**src/rtl/spi_pkg.sv**
```systemverilog
// Shared state/op encodings and default widths for the SPI initiator slice.
package spi_pkg;

    localparam int CMD_SIZE = 10;
    localparam int RD_SIZE  = 8;

    typedef enum logic [2:0] {
        IDLE,
        START,
        CMD,
        SHIFT,
        HOLD,
        WAIT,
        RECV,
        END
    } state_t;

    typedef enum logic [1:0] {
        OP_WR_ADDR = 2'b00,
        OP_WR_DATA = 2'b01,
        OP_RD_ADDR = 2'b10,
        OP_RD_DATA = 2'b11
    } op_t;

endpackage

```
**src/rtl/spi_master_if.sv**
```systemverilog
// Command/response bus plus SPI pins of spi_master; SCLK exists only when
// SPI_MASTER_SCLK_EN is defined.
interface spi_master_if #(
    parameter int CMD_SIZE = spi_pkg::CMD_SIZE,
    parameter int RD_SIZE  = spi_pkg::RD_SIZE
);
    import spi_pkg::*;

    // Handshake: a command transfers on any clk edge where cmd_valid && cmd_ready;
    // cmd_ready is high only in IDLE, and cmd_data is sampled on that edge alone.
    logic [CMD_SIZE-1:0] cmd_data;
    logic                cmd_valid;
    logic                cmd_ready;
    logic                MOSI;
    logic                MISO;
    logic                SS_n;
`ifdef SPI_MASTER_SCLK_EN
    logic                SCLK;
`endif
    logic [RD_SIZE-1:0]  rd_data;
    logic                rd_valid;
    logic                cmd_err;
    logic                busy;
    state_t              dbg_state;

`ifdef SPI_MASTER_SCLK_EN
    modport master (
        input  cmd_data, cmd_valid, MISO,
        output cmd_ready, MOSI, SS_n, SCLK, rd_data, rd_valid, cmd_err, busy, dbg_state
    );
    modport slave (
        output cmd_data, cmd_valid, MISO,
        input  cmd_ready, MOSI, SS_n, SCLK, rd_data, rd_valid, cmd_err, busy, dbg_state
    );
`else
    modport master (
        input  cmd_data, cmd_valid, MISO,
        output cmd_ready, MOSI, SS_n, rd_data, rd_valid, cmd_err, busy, dbg_state
    );
    modport slave (
        output cmd_data, cmd_valid, MISO,
        input  cmd_ready, MOSI, SS_n, rd_data, rd_valid, cmd_err, busy, dbg_state
    );
`endif

endinterface

```
**src/rtl/spi_master_shifter.sv**
```systemverilog
// Shift register shared by the transmit and receive phases: the MSB leaves on
// serial_out while serial_in enters at the LSB; done marks the final bit.
module spi_master_shifter #(
    parameter int W  = spi_pkg::CMD_SIZE,
    parameter int RW = spi_pkg::RD_SIZE,
    parameter int CW = $clog2(W + 1)
) (
    input  logic          clk,
    input  logic          rst,
    input  logic          load,
    input  logic [W-1:0]  load_data,
    input  logic [CW-1:0] load_count,
    input  logic          shift_en,
    input  logic          serial_in,
    output logic          serial_out,
    output logic [RW-1:0] rx_word,
    output logic          done
);

    logic [W-1:0]  q;
    logic [CW-1:0] count;

    always_ff @(posedge clk) begin
        if (rst) begin
            q     <= '0;
            count <= '0;
        end else if (load) begin
            q     <= load_data;
            count <= load_count;
        end else if (shift_en) begin
            q <= {q[W-2:0], serial_in};
            if (count != '0) count <= count - CW'(1);
        end
    end

    assign serial_out = q[W-1];
    // Word as it will look once the bit arriving now is shifted in.
    assign rx_word    = {q[RW-2:0], serial_in};
    assign done       = (count == CW'(1));

endmodule

```
**src/rtl/spi_master.sv**
```systemverilog
// SPI initiator: serialises 10-bit commands MSB-first under SS_n and returns a
// read byte for read-data. Define SPI_MASTER_SCLK_EN for a 2-clk-per-bit SCLK.
module spi_master #(
    parameter int CMD_SIZE   = spi_pkg::CMD_SIZE,
    parameter int RD_SIZE    = spi_pkg::RD_SIZE,
    parameter int RD_LATENCY = 2,
    parameter int GAP_CYCLES = 1
) (
    input  logic         clk,
    input  logic         rst,
    spi_master_if.master bus
);
    import spi_pkg::*;

    localparam int CW = $clog2(CMD_SIZE + 1);
    localparam int LW = (RD_LATENCY > 1) ? $clog2(RD_LATENCY) : 1;
    localparam int GW = (GAP_CYCLES > 1) ? $clog2(GAP_CYCLES) : 1;

    state_t              state, state_next;
    op_t                 op_q, cmd_op;
    logic                pending;
    logic [LW-1:0]       wait_cnt;
    logic [GW-1:0]       gap_cnt;
    logic                tick;
    logic                accept, illegal, recv_last;
    logic                sh_load, sh_shift, sh_in, sh_out, sh_done;
    logic [CMD_SIZE-1:0] sh_load_data;
    logic [CW-1:0]       sh_load_count;
    logic [RD_SIZE-1:0]  sh_rx, rd_data_q;
    logic                rd_valid_q, cmd_err_q;
    logic                ss_n_c, mosi_c, ready_c, busy_c;

    assign cmd_op    = op_t'(bus.cmd_data[CMD_SIZE-1 -: 2]);
    assign accept    = (state == IDLE) && bus.cmd_valid;
    assign illegal   = (cmd_op == OP_RD_DATA) && !pending;
    assign recv_last = (state == RECV) && tick && sh_done;

`ifdef SPI_MASTER_SCLK_EN
    // half=0 is the SCLK-low half of a bit; the FSM and shifter advance only
    // at the end of the high half.
    logic half, bit_phase;
    assign bit_phase = (state == CMD) || (state == SHIFT) || (state == WAIT) || (state == RECV);
    always_ff @(posedge clk) begin
        if (rst || !bit_phase) half <= 1'b0;
        else                   half <= ~half;
    end
    assign tick     = half;
    assign bus.SCLK = bit_phase && half;
`else
    assign tick = 1'b1;
`endif

    // HOLD reloads the shifter with the receive count; harmless for writes.
    assign sh_load       = accept || (state == HOLD);
    assign sh_load_data  = accept ? bus.cmd_data : '0;
    assign sh_load_count = accept ? CW'(CMD_SIZE) : CW'(RD_SIZE);
    assign sh_shift      = tick && ((state == SHIFT) || (state == RECV));
    assign sh_in         = (state == RECV) ? bus.MISO : 1'b0;

    spi_master_shifter #(.W(CMD_SIZE), .RW(RD_SIZE), .CW(CW)) u_shifter (
        .clk        (clk),
        .rst        (rst),
        .load       (sh_load),
        .load_data  (sh_load_data),
        .load_count (sh_load_count),
        .shift_en   (sh_shift),
        .serial_in  (sh_in),
        .serial_out (sh_out),
        .rx_word    (sh_rx),
        .done       (sh_done)
    );

    always_ff @(posedge clk) begin
        if (rst) state <= IDLE;
        else     state <= state_next;
    end

    always_comb begin
        state_next = state;
        case (state)
            IDLE:    if (accept) state_next = illegal ? END : START;
            START:   state_next = CMD;
            CMD:     if (tick) state_next = SHIFT;
            SHIFT:   if (tick && sh_done) state_next = HOLD;
            HOLD:    state_next = (op_q == OP_RD_DATA) ? WAIT : END;
            WAIT:    if (tick && (wait_cnt == LW'(RD_LATENCY - 1))) state_next = RECV;
            RECV:    if (tick && sh_done) state_next = END;
            END:     if (gap_cnt == GW'(GAP_CYCLES - 1)) state_next = IDLE;
            default: state_next = IDLE;
        endcase
    end

    always_comb begin
        ss_n_c  = 1'b1;
        mosi_c  = 1'b0;
        ready_c = 1'b0;
        busy_c  = 1'b1;
        case (state)
            IDLE: begin
                ready_c = !rst;
                busy_c  = 1'b0;
            end
            START, HOLD, WAIT, RECV: ss_n_c = 1'b0;
            CMD, SHIFT: begin
                ss_n_c = 1'b0;
                mosi_c = sh_out;
            end
            default: ;
        endcase
    end

    always_ff @(posedge clk) begin
        if (rst) begin
            op_q       <= OP_WR_ADDR;
            pending    <= 1'b0;
            wait_cnt   <= '0;
            gap_cnt    <= '0;
            rd_data_q  <= '0;
            rd_valid_q <= 1'b0;
            cmd_err_q  <= 1'b0;
        end else begin
            rd_valid_q <= recv_last;
            cmd_err_q  <= accept && illegal;
            if (accept) op_q <= cmd_op;
            if ((state == HOLD) && (op_q == OP_RD_ADDR)) pending <= 1'b1;
            if (recv_last) begin
                pending   <= 1'b0;
                rd_data_q <= sh_rx;
            end
            if (state != WAIT) wait_cnt <= '0;
            else if (tick)     wait_cnt <= wait_cnt + LW'(1);
            gap_cnt <= (state == END) ? gap_cnt + GW'(1) : '0;
        end
    end

    assign bus.SS_n      = ss_n_c;
    assign bus.MOSI      = mosi_c;
    assign bus.cmd_ready = ready_c;
    assign bus.busy      = busy_c;
    assign bus.rd_data   = rd_data_q;
    assign bus.rd_valid  = rd_valid_q;
    assign bus.cmd_err   = cmd_err_q;
    assign bus.dbg_state = state;

endmodule

```
**src/flat_wrapper.sv**
```systemverilog
// flat-port wrapper written by rule: the top's interface ports become plain ports
module spi_master_flat import spi_pkg::*;
#(
    parameter int CMD_SIZE   = spi_pkg::CMD_SIZE,
    parameter int RD_SIZE    = spi_pkg::RD_SIZE,
    parameter int RD_LATENCY = 2,
    parameter int GAP_CYCLES = 1
)
  (clk, rst, bus_cmd_data, bus_cmd_valid, bus_MISO, bus_cmd_ready, bus_MOSI, bus_SS_n, bus_rd_data, bus_rd_valid, bus_cmd_err, bus_busy, bus_dbg_state);
  spi_master_if #(.CMD_SIZE(CMD_SIZE), .RD_SIZE(RD_SIZE)) bus_i ();
  input  logic clk;
  input  logic rst;
  input wire logic [$bits(bus_i.cmd_data)-1:0] bus_cmd_data;
  input wire logic [$bits(bus_i.cmd_valid)-1:0] bus_cmd_valid;
  input wire logic [$bits(bus_i.MISO)-1:0] bus_MISO;
  output wire logic [$bits(bus_i.cmd_ready)-1:0] bus_cmd_ready;
  output wire logic [$bits(bus_i.MOSI)-1:0] bus_MOSI;
  output wire logic [$bits(bus_i.SS_n)-1:0] bus_SS_n;
  output wire logic [$bits(bus_i.rd_data)-1:0] bus_rd_data;
  output wire logic [$bits(bus_i.rd_valid)-1:0] bus_rd_valid;
  output wire logic [$bits(bus_i.cmd_err)-1:0] bus_cmd_err;
  output wire logic [$bits(bus_i.busy)-1:0] bus_busy;
  output wire logic [$bits(bus_i.dbg_state)-1:0] bus_dbg_state;
  assign bus_i.cmd_data = bus_cmd_data;
  assign bus_i.cmd_valid = bus_cmd_valid;
  assign bus_i.MISO = bus_MISO;
  assign bus_cmd_ready = bus_i.cmd_ready;
  assign bus_MOSI = bus_i.MOSI;
  assign bus_SS_n = bus_i.SS_n;
  assign bus_rd_data = bus_i.rd_data;
  assign bus_rd_valid = bus_i.rd_valid;
  assign bus_cmd_err = bus_i.cmd_err;
  assign bus_busy = bus_i.busy;
  assign bus_dbg_state = bus_i.dbg_state;
  spi_master #(.CMD_SIZE(CMD_SIZE), .RD_SIZE(RD_SIZE), .RD_LATENCY(RD_LATENCY), .GAP_CYCLES(GAP_CYCLES)) u_core (.clk(clk), .rst(rst), .bus(bus_i));
endmodule
```
**config.mk**
```make
export PLATFORM = sky130hd
export DESIGN_NAME = spi_master_flat
export DESIGN_NICKNAME = d
export VERILOG_FILES = /design/src/rtl/spi_pkg.sv /design/src/rtl/spi_master_if.sv /design/src/rtl/spi_master_shifter.sv /design/src/rtl/spi_master.sv /design/src/flat_wrapper.sv
export SDC_FILE = /design/constraint.sdc
export NUM_CORES = 1
export LEC_CHECK = 0
export ABC_AREA = 1
export BUFFER_PORTS_ARGS = -buffer_cell sky130_fd_sc_hd__buf_4
export CORE_AREA = 5 5 58 60
export CTS_CLUSTER_DIAMETER = 40
export DETAILED_ROUTE_END_ITERATION = 8
export DIE_AREA = 0 0 63 65
export PLACE_DENSITY_LB_ADDON = 0.1
export SYNTH_ARGS = -nofsm -noshare
export SYNTH_HDL_FRONTEND = slang
export SYNTH_SLANG_ARGS = --single-unit
```
**constraint.sdc**
```tcl
create_clock -name clk -period 3.85 [get_ports clk]
set_clock_uncertainty 0.05 [all_clocks]
set_input_delay 0 -clock clk [delete_from_list [all_inputs] [get_ports clk]]
set_output_delay 0 -clock clk [all_outputs]
set_load 0.01 [all_outputs]
```
# Word level (Yosys, flattened, before mapping)
# Cells that the tools add are included.
# word_totals
reg_bits	32
latch_bits	0
ram_bits	0
mem_bits_ro	0
input_bits	14
output_inout_bits	17
word_cells	71
mem_count	0
# classes
add_sub_neg	3
multipliers	0
div_mod_pow	0
order_cmp	0
n_eq_ne	17
shift	0
muxes	20
n_bitwise	1
reduce_logical	20
# ops
operator	n
two-way mux 10 bit	3
one-hot mux 3 bit (8 select lines)	1
two-way mux 3 bit	6
equality test 3 bit, second input constant	4
two-way mux 4 bit	3
!= test 2 x 1 -> 1 bit, second input constant	4
OR reduction 2 bit	4
equality test 2 bit, second input constant	3
equality test 3 x 2 -> 1 bit, second input constant	2
OR reduction 6 bit	1
logical AND 1 bit	5
two-way mux 1 bit	5
AND reduction 5 bit	1
equality test 4 x 1 -> 1 bit, second input constant	1
two-way mux 2 bit	2
nonzero test 2 bit	2
nonzero test 4 bit	1
subtractor 4 x 1 -> 4 bit, second input constant	1
equality test 3 x 1 -> 1 bit, second input constant	1
zero test 3 bit	1
!= test 3 bit, second input constant	1
adder 1 bit, second input constant	2
zero test 1 bit	2
logical OR 1 bit	2
other kinds (3)	3

# Longest topological paths before layout
# depth
ltp_word	5
mapped_depth	10
mapped_depth_nobuf	8

# Cells and area by module
# From an unflattened synthesis, not the netlist that was laid out.
# unflattened
hier_cells	268
hier_area_um2	1740.4
# modules_own_cells
module	instances	cells_each	area_per_inst_um2	seq_area_each_um2
spi_master	1	143	904.6	360.3
spi_master_shifter	1	125	835.8	280.3

# Worst setup path after synthesis
# OpenSTA, ideal clock, no wires.
# synth_path
path_type	flip-flop to flip-flop
startpoint	register u_core.state[2] (netlist: u_core.bus.dbg_state[2])
endpoint	register u_core.u_shifter.count[2]
setup_time_ns	0.115
t_arrival_ns	1.217
required_ns	3.685
path_slack_ns	2.468
path_stages_with_launch	10
n_path_buf	2
synth_period_minus_slack_ns	1.382
path_cell_list	dfxtp_1 > buf_6 > nand3_4 > nand2_4 > buf_12 > nand2_4 > nand2_4 > nand3_1 > nand3_1 > nor2_1
# synth_via
elab_chain_len	5
elab_cells_between_ends	11
cone_classes	3 x eq/ne; 1 x mux; 7 x reduce/logical
# synth_rtl
element	line	text
start, declared	spi_master.sv:19	state_t state, state_next;
start signal, assigned	spi_master.sv:75	else state <= state_next;
zero test 3 bit	spi_master.sv:34	assign accept = (state == IDLE) && bus.cmd_valid;
logical AND 1 bit	spi_master.sv:34	
logical OR 1 bit	spi_master.sv:54	assign sh_load = accept || (state == HOLD);
nonzero test 2 bit (no line)	--	
AND reduction 2 bit (no line)	--	
end signal, assigned	spi_master_shifter.sv:29	count <= load_count;
end signal, assigned	spi_master_shifter.sv:32	if (count != '0) count <= count - CW'(1);
end, declared	spi_master_shifter.sv:21	logic [CW-1:0] count;
# Parallel ways exist; a longest one is shown, timed or not.
# A chain may end at the register's enable or synchronous reset.

# Worst setup path after layout
# layout_path
startpoint	register u_core.state[2] (netlist: u_core.bus.dbg_state[2])
endpoint	register u_core.u_shifter.q[1]
# layout_via
elab_chain_len	4
elab_cells_between_ends	10
cone_classes	3 x eq/ne; 2 x mux; 5 x reduce/logical
# layout_rtl
element	line	text
zero test 3 bit	spi_master.sv:34	
logical AND 1 bit	spi_master.sv:34	
two-way mux 10 bit or logical OR 1 bit (tied branches)	spi_master.sv:55, spi_master.sv:54	
two-way mux 10 bit or nonzero test 2 bit (tied branches)	--	
end signal, assigned	spi_master_shifter.sv:28	q <= load_data;
end signal, assigned	spi_master_shifter.sv:31	q <= {q[W-2:0], serial_in};
end, declared	spi_master_shifter.sv:20	logic [W-1:0] q;
# Parallel ways exist; a longest one is shown, timed or not.

==> flow_summary_export.csv <==
group,metric,value,unit
clock_network,cts_buffer_depth,2,
synth,yosysTopAreaCell,"dfxtp_1",
timing,finalCriticalPeriod,1760,ps
floorplanning,dieArea,0.00410,mm^2
synth,synth-seq-cells,32,
setup_path,critical_path.startpoint_type,"register",
worst_hold_path,hold_start,"bus_MISO",
setup_path,end_kind,"register",
cells_and_area,nFillCells,229,
clock_network,clkSinkCount,32,
synth,synth_area_leaders,"dfxtp_1 (41%), nand2_1 (8.4%), a21oi_1 (7.1%)",
floorplanning,coreArea,0.00288,mm^2
setup_path,cp.arrival,1950,ps
clock_network,clk_latency,350,ps
timing,setup_slack,2090,ps
worst_hold_path,hold-path-endpoint,"u_core.bus.rd_data[0]$_SDFFE_PP0P_",
setup_path,r2r-start,"u_core.bus.dbg_state[2]$_SDFFE_PP0P_",
cells_and_area,drive_gt1_share,23.0,%
timing,setup_viol,0,
timing,drv_slew,0,
floorplanning,die-width,63,um
cells_and_area,n_antenna_cell,0,
pwr,power.density,706,mW/mm^2
setup_path,cp.required,4040,ps
job,cap_violations,0,
clock_network,h-tree-depth,2,
global_route,grt_first_pass_wirelength,6180,um
global_route,grt_overflow,0,
clock_network,clkTransAtPathRegs,90,ps
drt,ant_nets,0,
clock_network,cts_tree,"built",
global_route,antenna_found_initial,0,
setup_path,critPathMaxFanout,13,
timing,tightest_slew,580,ps
synth,syn_area,0.00156,mm^2
synth,netlist.area_leader.share,41.1,%
cells_and_area,syn2layout_area_growth,26.6,%
floorplanning,initial_core_util,54.2,%
global_route,grt_use_total,19.0,%
synth,synth.distinct_cells,33,
synth,avgSynthCellArea,7.79,um^2
timing,rsz0062_at_grt,"false",
placement,port_buffers,30,
timing,hold_ws,365,ps
placement,place_congestion,0.838,
synth,syn-instance-count,200,
synth,syn_nets,216,
global_route,grt_max_degree,19,
placement,dp_hpwl,2380,um
clock_network,cts_inserted_buffers,5,
outcome,status,"finished clean",
drt,vias_per_cell,5.33,
floorplanning,row_count,20,
synth,ys_seq_area_share,41.1,%
timing,hold_violations,0,
pwr,vdd_drop_max,0.000548,V
setup_path,worstSetupStartpoint,"u_core.bus.dbg_state[2]$_SDFFE_PP0P_",
pwr,power.total,1.39,mW
setup_path,rrSetupSlack,2090,ps
setup_path,r2r_cells,7,
global_route,grt_pass1_vias,1408,
drt,wl_per_cell,12.8,um
worst_hold_path,min_path_cells,4,
drt,via_count,1470,
pwr,power_leakage,0.869,nW
clock_network,postCtsSetupRepairBufs,0,
floorplanning,die_y,65,um
cells_and_area,fin_cells,276,
drt,drt_first_pass_iters,5,
clock_network,root_buffer,"clkbuf_4",
timing,finalCritPeriodShare,45.7,%
timing,slew_headroom,61.3,%
placement,placed_cells_incl_taps,255,
drt,routed_wl,3530,um
synth,ys_warn_count,0,
setup_path,r2r-end,"u_core.u_shifter.q[1]$_SDFFE_PP0P_",
worst_hold_path,hold_path.class,"input pin to register",
timing,fmax,568,MHz
setup_path,path_class,"register to register",
placement,dpl_worst_slack,2130,ps
timing,tns,0,ps
cells_and_area,layout.nets,258,
drt,first_iter_violations,67,
drt,drcViolationCount,0,
floorplanning,io_pins,31,
==> critical path, stage by stage (launching register included) <==
cell and delay [ps]:
dfxtp_1 700, inv_2 150, nand3_2 130, nand2_4 140
nor2_4 170, inv_2 100, o21ai_0 160, nor2_1 50
==> cell usage in the layout (no fill, tap or decap), types with 2 or more instances in the layout <==
cell / netlist / layout
nand2_1: 35 / 35
xor2_1: 2 / 2
nand4_1: 5 / 5
inv_2: 2 / 2
dlygate4sd3_1: 0 / 13
o21ai_0: 15 / 15
ha_1: 2 / 2
a21oi_1: 22 / 22
nand3_2: 2 / 2
dfxtp_1: 32 / 32
a21oi_2: 2 / 2
buf_4: 1 / 30
nand3_1: 19 / 19
nor2_1: 16 / 16
nor3_1: 2 / 2
clkbuf_8: 1 / 2
nand2_4: 5 / 5
clkbuf_4: 0 / 5
inv_1: 20 / 20
==> per-stage QoR <==
stage / instance area, um^2 / util, %
after floorplan: 1560 / -
after global placement: 1750 / 60.8
after detailed placement: 1750 / 60.8
after CTS: 1970 / 68.6
after global routing: 1970 / 68.6
final: 1970 / 68.6
==> cell type report <==
class                   instances  area [um^2]  share of cell area, %
well taps                      33         41.3                   2.09
repair buffers                 43          355                   18.0
clock buffers                   7         65.1                   3.30
clock inverters                 1         30.0                   1.52
inverters                      24         92.6                   4.69
flip-flops and latches         32          641                   32.4
multi-input cells             136          749                   38.0
==> per-layer routing <==
| layer | wire, um | global-route usage [%] | part of all wire (%) |
|---|---|---|---|
| met4 | 60 | 8.22 | 1.7 |
| met5 | 0 | 0 | 0 |
| met2 | 1670 | 31.0 | 47 |
| met3 | 257 | 7.11 | 7.3 |
| met1 | 1540 | 22.0 | 44 |
==> what timing repair did <==
action / in CTS / in global routing
hold buffers: 13 / 0
endpoints found under the setup margin: 0 / 0
endpoints found under the hold margin: 23 / 0
gates resized for setup: 0 / 0
==> worst max path at each step <==
stage	endpoint	slack, ps
floorplan	u_core.u_shifter.count[2]$_SDFFE_PP0P_	2470
global placement	u_core.u_shifter.q[5]$_SDFFE_PP0P_	2170
detailed placement	u_core.u_shifter.q[1]$_SDFFE_PP0P_	2130
CTS	u_core.u_shifter.q[1]$_SDFFE_PP0P_	2100
global route	u_core.u_shifter.q[1]$_SDFFE_PP0P_	1870
finish	u_core.u_shifter.q[1]$_SDFFE_PP0P_	2090
==> cell families (layout without fill, tap and decap cells) <==
group	count (synthesis)	after routing	synth area share, %
AO/OA/AOI/OAI	43	43	15.2
XOR/XNOR	2	2	1.12
adder cells (fa/ha/maj)	2	2	1.60
buffers and inverters	32	75	10.8
flip-flops	32	32	41.1
AND/OR/NAND/NOR	89	89	30.1
==> synth_stat cells (all sizes together) <==
library cell and number:
nand2 40, dfxtp 32, a21oi 24, inv 23, nand3 22, nor2 19
o21ai 17, buf 6, nand4 5, nor3 3, clkbuf 2, ha 2
xor2 2, a211oi 1, a31oi 1, clkinv 1
==> power breakdown <==
part | switching, mW | internal, mW
Combinational | 0.364 | 0.234
Clock | 0.122 | 0.172
Sequential | 0.0912 | 0.409
==> flip-flops by register name, indices dropped and copies added, names as in the netlist <==
| register | cells |
|---|---|
| u_core.bus.cmd_err | 1 |
| u_core.bus.dbg_state | 3 |
| u_core.bus.rd_data | 8 |
| u_core.bus.rd_valid | 1 |
| u_core.gap_cnt | 1 |
| u_core.op_q | 2 |
| u_core.pending | 1 |
| u_core.u_shifter.count | 4 |
| u_core.u_shifter.q | 10 |
| u_core.wait_cnt | 1 |
Power figures use the tool's default switching activity.
